**config.mk**
```make
export PLATFORM = sky130hd
export DESIGN_NAME = clk_enable_gen_flat
export DESIGN_NICKNAME = d
export VERILOG_FILES = /design/src/rtl/clk_enable_gen_if.sv /design/src/rtl/clk_enable_gen.sv /design/src/flat_wrapper.sv
export SDC_FILE = /design/constraint.sdc
export NUM_CORES = 1
export LEC_CHECK = 0
export CAP_MARGIN = 20
export CORE_MARGIN = 8
export CORE_UTILIZATION = 55
export DETAILED_ROUTE_END_ITERATION = 16
export DONT_BUFFER_PORTS = 1
export HOLD_SLACK_MARGIN = 0.08
export PLACE_DENSITY = 0.7
export SLEW_MARGIN = 10
export SYNTH_ARGS = -nofsm -noshare
export SYNTH_HDL_FRONTEND = slang
export SYNTH_SLANG_ARGS = --single-unit
```
**constraint.sdc**
```tcl
create_clock -name clk -period 12.65 [get_ports clk]
set_input_delay 2.53 -clock clk [delete_from_list [all_inputs] [get_ports clk]]
set_output_delay 2.53 -clock clk [all_outputs]
set_load 0.05 [all_outputs]
```
**src/rtl/clk_enable_gen_if.sv**
```systemverilog
// Divisor write, sync and tick/square output bundle for clk_enable_gen.
interface clk_enable_gen_if #(
  parameter int NCH = 4,
  parameter int CW  = 24
);
  logic           wr_en;
  logic [7:0]     wr_ch;
  logic [CW-1:0]  wr_div;
  logic           sync;
  logic [NCH-1:0] tick;
  logic [NCH-1:0] sq;
  logic [NCH-1:0] upd_pend;

  modport master (
    output wr_en, wr_ch, wr_div, sync,
    input  tick, sq, upd_pend
  );

  modport slave (
    input  wr_en, wr_ch, wr_div, sync,
    output tick, sq, upd_pend
  );
endinterface

```
**src/rtl/clk_enable_gen.sv**
```systemverilog
// Multi-channel programmable clock-enable generator: registered tick strobes and 50% squares.
// Optional CLKDIV_SYNC_EN builds a global phase-align strobe; otherwise sync is ignored.
module clk_enable_gen #(
  parameter int NCH         = 4,
  parameter int CW          = 24,
  parameter int DIV_DEFAULT = 4
) (
  input  logic             clk,
  input  logic             clr,
  clk_enable_gen_if.slave  bus
);

  localparam logic [CW-1:0] DIV_RST = CW'(DIV_DEFAULT);
  localparam logic [CW-1:0] ONE     = CW'(1);

  logic [CW-1:0]  cnt_q      [NCH];
  logic [CW-1:0]  cnt_d      [NCH];
  logic [CW-1:0]  div_q      [NCH];
  logic [CW-1:0]  div_d      [NCH];
  logic [CW-1:0]  pend_div_q [NCH];
  logic [CW-1:0]  pend_div_d [NCH];
  logic [NCH-1:0] pend_q, pend_d;
  logic [NCH-1:0] tick_q, tick_d;
  logic [NCH-1:0] sq_q, sq_d;
  logic           sync_hit;

`ifdef CLKDIV_SYNC_EN
  assign sync_hit = bus.sync;
`else
  logic unused_sync;
  assign sync_hit    = 1'b0;
  assign unused_sync = bus.sync;
`endif

  always_comb begin
    for (int i = 0; i < NCH; i++) begin
      cnt_d[i]      = cnt_q[i];
      div_d[i]      = div_q[i];
      pend_div_d[i] = pend_div_q[i];
      pend_d[i]     = pend_q[i];
      tick_d[i]     = 1'b0;
      sq_d[i]       = sq_q[i];

      // Pending divisors only land at a period boundary, so no runt periods.
      if (sync_hit || div_q[i] == '0) begin
        cnt_d[i] = '0;
        sq_d[i]  = 1'b0;
        if (pend_q[i]) begin
          div_d[i]  = pend_div_q[i];
          pend_d[i] = 1'b0;
        end
      end else if (cnt_q[i] == div_q[i] - ONE) begin
        cnt_d[i]  = '0;
        tick_d[i] = 1'b1;
        sq_d[i]   = ~sq_q[i];
        if (pend_q[i]) begin
          div_d[i]  = pend_div_q[i];
          pend_d[i] = 1'b0;
        end
      end else begin
        cnt_d[i] = cnt_q[i] + ONE;
      end

      // A write on an apply edge stays pending for the next boundary.
      if (bus.wr_en && int'(bus.wr_ch) == i) begin
        pend_div_d[i] = bus.wr_div;
        pend_d[i]     = 1'b1;
      end
    end
  end

  always_ff @(posedge clk or posedge clr) begin
    if (clr) begin
      for (int i = 0; i < NCH; i++) begin
        cnt_q[i]      <= '0;
        div_q[i]      <= DIV_RST;
        pend_div_q[i] <= '0;
      end
      pend_q <= '0;
      tick_q <= '0;
      sq_q   <= '0;
    end else begin
      for (int i = 0; i < NCH; i++) begin
        cnt_q[i]      <= cnt_d[i];
        div_q[i]      <= div_d[i];
        pend_div_q[i] <= pend_div_d[i];
      end
      pend_q <= pend_d;
      tick_q <= tick_d;
      sq_q   <= sq_d;
    end
  end

  assign bus.tick     = tick_q;
  assign bus.sq       = sq_q;
  assign bus.upd_pend = pend_q;

endmodule

```
**src/flat_wrapper.sv**
```systemverilog
// flat-port wrapper written by rule: the top's interface ports become plain ports
module clk_enable_gen_flat 
#(
  parameter int NCH         = 4,
  parameter int CW          = 24,
  parameter int DIV_DEFAULT = 4
)
  (clk, clr, bus_wr_en, bus_wr_ch, bus_wr_div, bus_sync, bus_tick, bus_sq, bus_upd_pend);
  clk_enable_gen_if #(.NCH(NCH), .CW(CW)) bus_i ();
  input  logic clk;
  input  logic clr;
  input wire logic [$bits(bus_i.wr_en)-1:0] bus_wr_en;
  input wire logic [$bits(bus_i.wr_ch)-1:0] bus_wr_ch;
  input wire logic [$bits(bus_i.wr_div)-1:0] bus_wr_div;
  input wire logic [$bits(bus_i.sync)-1:0] bus_sync;
  output wire logic [$bits(bus_i.tick)-1:0] bus_tick;
  output wire logic [$bits(bus_i.sq)-1:0] bus_sq;
  output wire logic [$bits(bus_i.upd_pend)-1:0] bus_upd_pend;
  assign bus_i.wr_en = bus_wr_en;
  assign bus_i.wr_ch = bus_wr_ch;
  assign bus_i.wr_div = bus_wr_div;
  assign bus_i.sync = bus_sync;
  assign bus_tick = bus_i.tick;
  assign bus_sq = bus_i.sq;
  assign bus_upd_pend = bus_i.upd_pend;
  clk_enable_gen #(.NCH(NCH), .CW(CW), .DIV_DEFAULT(DIV_DEFAULT)) u_core (.clk(clk), .clr(clr), .bus(bus_i));
endmodule
```
==> summary.md <==
| Metric | Value |
|---|---|
| Status | completed |
| Crit path max fanout | 26 |
| Crit path DAT | 4.79 ns |
| Tightest Hold Check Type | flip-flop to flip-flop |
| YS warnings | 0 |
| Crit path launch type | flip-flop |
| Post-route cell area | 17,400 sq um |
| Wirelength per Cell | 18.4 um |
| FFs w/ async S/R, synth | 1.00 |
| Top FF cell, synth | dfrtp_1 |
| Fillers | 2,418 |
| CTS tree | done |
| Syn nets | 1,529 |
| Largest net degree at the start of global routing | 142 |
| Crit path kind | flip-flop to flip-flop |
| Congestion Overflow GR | 0 |
| Mapped Cells | 1,485 |
| GPL Wtd Cong | 0.873 |
| Synthesized area | 15,900 sq um |
| Die Width | 186 um |
| Port buffer count | 0 |
| CTS sink count | 300 |
| Post-CTS Setup Bufs | 0 |
| Post-layout util | 0.610 |
| Core box area | 28,500 sq um |
| Power Dens Cells | 116 nW/um^2 |
| Worst VDD drop | 136 uV |
| Synth Register Bits | 300 |
| Number of H-tree levels | 1 |
| Setup TNS Final | 0 ns |
| DRC | 0 |
| Layout area overhead | 9.72% |
| Placement Rows | 62 |
| Layout cells sized above 1 | 0.183 |
| Antenna violations before repair | 1 |
| Clock-pin slew on the worst setup and hold paths | 0.06 ns |
| Clk buf depth | 3 |
| Fin crit share | 0.343 |
| Kind of end point of the critical path | flip-flop |
| Post-synth EDFFs | 0 |
| Initial Util | 0.556 |
| Netlist cell types | 74 |
| Footprint of the multi-input gates | 7960 sq um |
| Reg area | 7510 sq um |
| Die ar. | 34,500 sq um |
| Total track usage | 0.208 |
| Worst-Margin Slew | 0.955 ns |
| Sequential cell area fraction in the yosys report | 0.474 |
| Final Skew | 0.0164 ns |
| Min Tclk post-route | 4.34 ns |
| Number of antenna repair diodes | 0 |
| Via/cell ratio | 5.83 |
| Synthesized area per cell | 10.7 sq um |
| Resize count post-CTS | 0 |
| Routed via count | 11,000 |
| Die height | 186 um |
| Final ANT Viol Nets | 0 |
| Leak | 0.00792 uW |
| Area after DPL | 16,300 sq um |
| Clock Root Buffer | clkbuf_16 |
| Max-cap viol count | 0 |
| RSZ-0062 raised after global routing | no |
| CTS buffer count | 31 |
| Clock latency on the worst-skew pair | 0.57 ns |
| HPWL after DPL | 24,500 um |
| CTS Hold Bufs | 0 |
| Vias in the first global route | 11,200 |
| First-pass GRT wire length | 58,300 um |
| Slew headroom | 0.364 |
| DR iter-0 viols | 637 |
| DRT Pass-1 Iters | 5 |
| Power, Total | 2010 uW |
| Final setup fails | 0 |
| CP required | 13.10 ns |
| Total Wirelength | 34,800 um |
| Max Clk Rate | 230 MHz |
| Hold Violations, Final | 0 |
| Final Max Tran Viols | 0 |
| Num ports | 48 |
| Nets | 1,531 |
[layer usage]
layer | vias to the layer above | part of all wire | track usage
li1 | 5297 | - | -
met1 | 5487 | 0.46 | 0.281
met2 | 209 | 0.46 | 0.340
met3 | 42 | 0.058 | 0.0447
met4 | 0 | 0.019 | 0.0467
met5 | - | 0 | 0
[worst paths after layout]
check                                      startpoint               endpoint  slack (ns)  cells past startpoint
worst max-delay path                 u_core.div_q[75]       u_core.div_q[83]        8.31                      8
worst min-delay path            u_core.pend_div_q[72]       u_core.div_q[72]        0.48                      2
worst max register to register       u_core.div_q[75]       u_core.div_q[83]        8.31                      8
worst min register to register  u_core.pend_div_q[72]       u_core.div_q[72]        0.48                      2
max in group asynchronous                         clr       u_core.div_q[45]        8.41                      4
min in group asynchronous                         clr  u_core.pend_div_q[51]        2.02                      1
[sequential cells by signal, indices dropped and copies added (netlist names)]
name	count
u_core.div_q	96
u_core.bus.tick	4
u_core.pend_div_q	96
u_core.bus.upd_pend	4
u_core.cnt_q	96
u_core.bus.sq	4
[final cells by class]
class                   count  share of cell area
multi-input cells        1084               0.458
inverters                  53              0.0119
well taps                 384              0.0276
repair buffers             17             0.00877
flip-flops and latches    300               0.432
clock buffers              40              0.0500
clock inverters            16              0.0127
[stage by stage]
step,std cells,hold WS (ns),setup slack (ns)
2_1_floorplan,1485,0.446,1.84
3_3_place_gp,1835,0.461,7.41
3_5_place_dp,1836,0.463,7.35
4_1_cts,1892,0.482,7.95
5_1_grt,1894,0.512,7.94
6_report,1894,0.477,8.31
[critical path, stage by stage (launching register included)]
cell      delay [ns]
dfrtp_1         0.48
or4_1           0.74
or4_4           0.61
nor4_1          0.44
mux2_2          0.41
a2111o_1        0.44
o32ai_4         0.31
buf_4           0.39
mux2_2          0.39
[cells in the final DEF (no fill, tap or decap), drive strengths merged, types with 23 or more instances in the layout]
| master | synthesis | routed |
|---|---|---|
| dfrtp | 296 | 296 |
| mux2 | 174 | 174 |
| nor2 | 156 | 156 |
| xnor2 | 118 | 118 |
| xor2 | 97 | 97 |
| nand3 | 72 | 72 |
| nand2 | 59 | 59 |
| inv | 53 | 55 |
| nor3 | 44 | 44 |
| nor4 | 41 | 41 |
| clkbuf | 36 | 41 |
| nand4 | 25 | 25 |
| o21ai | 23 | 23 |
[synthesized netlist by cell type (all sizes together) (7+ instances only)]
cell type	instances	area [sq um]
xnor2	118	1030
mux2i	9	90.1
or4	18	139
ha	8	100
o211ai	9	67.6
nand4	25	156
nor2	156	586
mux2	174	1990
nor3b	9	67.6
nor4	41	263
nor2b	13	81.3
nand3	72	360
nand2	59	221
inv	53	199
or3	22	143
and4	7	61.3
nand2b	12	75.1
a31oi	8	50.1
clkbuf	36	135
or2	7	43.8
xor2	97	850
a21o	9	67.6
a22oi	7	52.6
a21oi	15	75.1
nor3	44	220
o21ai	23	115
a2111oi	8	70.1
dfrtp	296	7410
buf	12	83.8
and3	22	138
[power by group]
part	total (uW)	internal (uW)	switching (uW)
Sequential	985	975	9.25
Clock	973	585	387
Combinational	57.7	21.4	36.3
Total	2010	1580	433
[kinds of logic (layout without fill, tap and decap cells)]
logic type               after synthesis  after routing  share of synthesized area
AND/OR/NAND/NOR                      540            540                      0.179
flip-flops                           300            300                      0.474
XOR/XNOR                             215            215                      0.119
multiplexers                         183            183                      0.131
AO/OA/AOI/OAI                        138            138                     0.0647
buffers and inverters                101            126                     0.0263
adder cells (fa/ha/maj)                8              8                    0.00631
Note: power is estimated with default switching activity, not from simulation.
